==> config.mk <==
export PLATFORM = sky130hd
export DESIGN_NAME = intr_ctrl
export DESIGN_NICKNAME = d
export VERILOG_FILES = /design/src/rtl/intr_ctrl.sv
export SDC_FILE = /design/constraint.sdc
export NUM_CORES = 1
export LEC_CHECK = 0
export BUFFER_PORTS_ARGS = -buffer_cell sky130_fd_sc_hd__buf_2
export CAP_MARGIN = 20
export CORE_ASPECT_RATIO = 1.4
export CORE_MARGIN = 2
export CORE_UTILIZATION = 31
export CTS_CLUSTER_DIAMETER = 200
export CTS_CLUSTER_SIZE = 16
export DETAILED_ROUTE_END_ITERATION = 6
export PLACE_DENSITY = 0.66
export SETUP_SLACK_MARGIN = 0.02
export SLEW_MARGIN = 20
export SYNTH_ARGS = -nofsm -noshare
export SYNTH_HDL_FRONTEND = slang
export SYNTH_SLANG_ARGS = --single-unit
==> constraint.sdc <==
create_clock -name clk -period 1.2 [get_ports clk]
set_input_delay 0.18 -clock clk [delete_from_list [all_inputs] [get_ports clk]]
set_output_delay 0.18 -clock clk [all_outputs]
set_load 0.02 [all_outputs]
==> src/rtl/intr_ctrl.sv <==
// Interrupt front-end: input synchroniser, sticky edge-pending register, mask and a
// one-deep service FSM. Define INTC_LEVEL_TRIG_EN for level-sensitive pending instead.
module intr_ctrl #(
  parameter int NIRQ        = 8,
  parameter int SYNC_STAGES = 2
) (
  input  logic            clk,
  input  logic            clrn,
  input  logic [NIRQ-1:0] irq_in,
  input  logic            mask_we,
  input  logic [NIRQ-1:0] mask_wdata,
  input  logic            eoi,
  input  logic            int_ack,
  input  logic [2:0]      vec,
  output logic [NIRQ-1:0] intr,
  output logic [NIRQ-1:0] pending,
  output logic [NIRQ-1:0] mask,
  output logic            in_service
);

  typedef enum logic {IDLE, SERVICE} state_e;

  state_e          state_q;
  logic            in_service_q;
  logic [NIRQ-1:0] sync_q [SYNC_STAGES];
  logic [NIRQ-1:0] pending_q, pending_d;
  logic [NIRQ-1:0] mask_q, mask_d;
  logic [NIRQ-1:0] ack_sel;
  logic [NIRQ-1:0] s_line;
  logic            valid_ack;

  assign s_line = sync_q[SYNC_STAGES-1];

  always_ff @(posedge clk) begin
    if (!clrn) begin
      for (int k = 0; k < SYNC_STAGES; k++) sync_q[k] <= '0;
    end else begin
      sync_q[0] <= irq_in;
      for (int k = 1; k < SYNC_STAGES; k++) sync_q[k] <= sync_q[k-1];
    end
  end

  // Lines beyond NIRQ never decode, so an out-of-range vec selects nothing.
  always_comb begin
    ack_sel = '0;
    for (int i = 0; i < NIRQ; i++) ack_sel[i] = int_ack && (vec == 3'(i));
  end

  assign valid_ack = (state_q == IDLE) && (|(ack_sel & pending_q & ~mask_q));

`ifdef INTC_LEVEL_TRIG_EN
  assign pending_d = s_line;
`else
  logic [NIRQ-1:0] s_dly_q;
  logic [NIRQ-1:0] rise;

  always_ff @(posedge clk) begin
    if (!clrn) s_dly_q <= '0;
    else       s_dly_q <= s_line;
  end

  assign rise = s_line & ~s_dly_q;

  // A fresh edge wins over the clear in the same cycle.
  assign pending_d = (pending_q & ~(valid_ack ? ack_sel : '0)) | rise;
`endif

  assign mask_d = mask_we ? mask_wdata : mask_q;

  always_ff @(posedge clk) begin
    if (!clrn) begin
      pending_q <= '0;
      mask_q    <= '1;
    end else begin
      pending_q <= pending_d;
      mask_q    <= mask_d;
    end
  end

  // eoi takes precedence over any ack seen while in service.
  always_ff @(posedge clk) begin
    if (!clrn) begin
      state_q      <= IDLE;
      in_service_q <= 1'b0;
    end else begin
      case (state_q)
        IDLE: begin
          if (valid_ack) begin
            state_q      <= SERVICE;
            in_service_q <= 1'b1;
          end
        end
        SERVICE: begin
          if (eoi) begin
            state_q      <= IDLE;
            in_service_q <= 1'b0;
          end
        end
        default: begin
          state_q      <= IDLE;
          in_service_q <= 1'b0;
        end
      endcase
    end
  end

  assign intr       = (state_q == IDLE) ? (pending_q & ~mask_q) : '0;
  assign pending    = pending_q;
  assign mask       = mask_q;
  assign in_service = in_service_q;

endmodule

==> impl_results.md <==
* Clock power share at 0.382
* Syn_area_per_cell at 10.8 um^2
* Tot Pwr at between 2 and 3 mW
* Slew Viols, Final at 0
* Placed Instances at approximately 270
* Die Width at approximately 64 um
* Vias in the first global route at 1,229
* DR vias at 1,246
* Most frequent cells in the layout: 40 x buf_2, 34 x dfxtp_1, 28 x buf_4, 24 x and2_1, 11 x nand2_1
* Clk_lat worst skew at roughly 0.29 ns
* Initial antenna violation count at 0
* GPL Wtd Cong at 0.872
* WP data arrival at 1.53 ns
* Clock transition at path regs at 0.08 ns
* Routed WL at 3400 um
* R2R cell count at 4
* P&R area growth vs syn at 46.2%
* Post-synth EDFFs at 0
* WP data required at ~1.4 ns
* Register area share after synthesis at 0.539
* Hold Crit Class: in2reg
* Switch Pwr at roughly 0.66 mW
* Routed vias/inst at 4.45
* Leak Pwr at 0.989 nW
* Htree depth at 2
* CTS Hold Buffers Added at 0
* Hold depth at 2
* Largest net degree at the start of global routing at 19
* Number of max-cap violations at 0
* Top Ports at 49
* Fin crit share at 1.12
* Drt drc at 0
* Post-synth cell types at 21
* Worst vdd ir at 0.786 mV
* Commonest non-fill, non-tap cell in the layout: buf_2
* CP Max Fanout at 2
* Final Skew at 0.00996 ns
* Ys flop type: dfxtp_1
* Num rows at 30
* Actual slew at the worst max-slew pin at 0.362 ns
* CTS root buf: clkbuf_8
* Failing checks: negative setup slack
* Share of post-route cells with drive strength above 1 at 0.509
* Setup bufs post-CTS at 0
* Number of buffers created by CTS at 5
* Async S/R FF share, synth at 0
* Total GRT Usage at 0.128
* Clock sinks at 42
* Crit end category: flip-flop
* Sw Share at 0.224
* RSZ-0062 raised after global routing: yes
* Critical path launch point type: flip-flop
* Kind of critical path: reg2reg
* PD cells at between 1000 and 1500 nW/um^2
* Die H at 87.9 um
* Combinational Power Share at 0.119
* Fin worst setup slack at -0.143 ns
* Grt ovf at 0
* Fmax at around 740 MHz
* Reg power frac at 0.498
* Synthesized netlist cell count at 145
* ANT cells at 0
* Die area at 5620 um^2
* Fin crit period at 1.34 ns
* Initial DRC Count at between 40 and 50
* Initial Utilization at 0.322
* Final Non-Filler Cells at 280
* Mapped cell area at 1560 um^2
* DR WL/cell at 12.1 um
* DR pass1 iterations at 4
* HPWL Detailed at between 2000 and 2500 um
* First-pass GRT wire length at 5490 um
* Slew headroom at 0.755
* Max clock buf depth at 2
* Ys Warns at 0
* TritonCTS clock tree: built
* Int Pwr at roughly 2.3 mW
* Total core area at 4840 um^2
* Outcome: finished, violations left
* Net count, final at between 200 and 250
* Synth Net Count at 169
* Port Buffer Count at 48
* Final setup fails at 10
* Final hold violations at 0
* Synth Register Bits at 42
* DRT antenna net count at 0
-- final timing paths --
check                     from            end  slack (ns)
hold reg to reg   sync_q[0][7]  sync_q[0][15]        0.43
setup reg to reg       mask[5]     in_service       -0.14
setup / recovery       mask[5]     in_service       -0.14
hold / removal       irq_in[0]   sync_q[0][0]        0.08
-- state kept, by name, summed over array words and instances (netlist names) --
name        cells
state_q         1
s_dly_q         8
in_service      1
mask            8
sync_q         16
pending         8
-- repair_timing --
item | in CTS | in global routing
pin swaps | 3 | 6
setup endpoints to repair | 10 | 18
resized for setup | 9 | 20
-- cell families (layout without fill, tap and decap cells) --
group                  Yosys count  after routing  share of synthesized area
and+or+nand+nor                 64             64                      0.267
AOI/OAI and AO/OA               21             21                      0.109
buffers and inverters           10             81                     0.0337
DFF                             42             42                      0.539
muxes                            8              8                     0.0513
-- worst max-delay path, stage by stage, from the launching register on --
cell,delay [ns]
dfxtp_2,0.36
and4bb_2,0.23
o41ai_2,0.34
a21oi_2,0.11
a31o_1,0.20
-- per-layer routing --
metal  track usage  wire length (um)  vias up
met5             0                 0        -
met4        0.0791               111        0
met3        0.0476               220       10
met1         0.141              1470      555
li1              -                 -      641
met2         0.209              1590       40
-- power groups by stage --
stage	logic [mW]	registers [mW]	clock network [mW]
4_1_cts	0.337	1.48	1.18
6_report	0.355	1.48	1.14
5_1_grt	0.388	1.49	1.23
3_3_place_gp	0.328	1.51	0
3_5_place_dp	0.332	1.51	0
2_1_floorplan	0.128	1.56	0
-- synth_stat cells, drive strengths merged (2+ instances only) --
library cell / n / area share
a21boi: 8 / 0.038
nor3b: 8 / 0.038
o41ai: 4 / 0.027
nand2b: 10 / 0.040
and4bb: 3 / 0.026
o31ai: 6 / 0.029
and4b: 2 / 0.013
dfxtp: 42 / 0.54
nand2: 13 / 0.031
and2: 24 / 0.096
buf: 2 / 0.014
clkbuf: 6 / 0.014
mux2i: 8 / 0.051
inv: 2 / 0.0048
nor4b: 2 / 0.011
a31o: 2 / 0.011
-- layout make-up --
type | instances | area, um^2
multi-input combinational | 93 | 771
clock buffer | 7 | 86.3
sequential | 42 | 858
timing repair buffer | 71 | 448
tap | 64 | 80.1
inverter | 2 | 7.51
clock inverter | 1 | 30.0
fill | 477 | 2560
-- stage by stage --
stage	setup slack, ns	utilization	TNS [ns]	instance area, um^2	hold slack, ns
2_1_floorplan	-0.108	-	-0.296	1620	0.302
3_3_place_gp	-0.150	0.427	-0.300	2070	0.385
3_5_place_dp	-0.193	0.427	-0.381	2070	0.381
4_1_cts	-0.127	0.456	-1.19	2210	0.0718
5_1_grt	-0.183	0.471	-1.54	2280	0.0740
6_report	-0.143	0.471	-0.926	2280	0.0841
(Power assumes the default switching activity.)
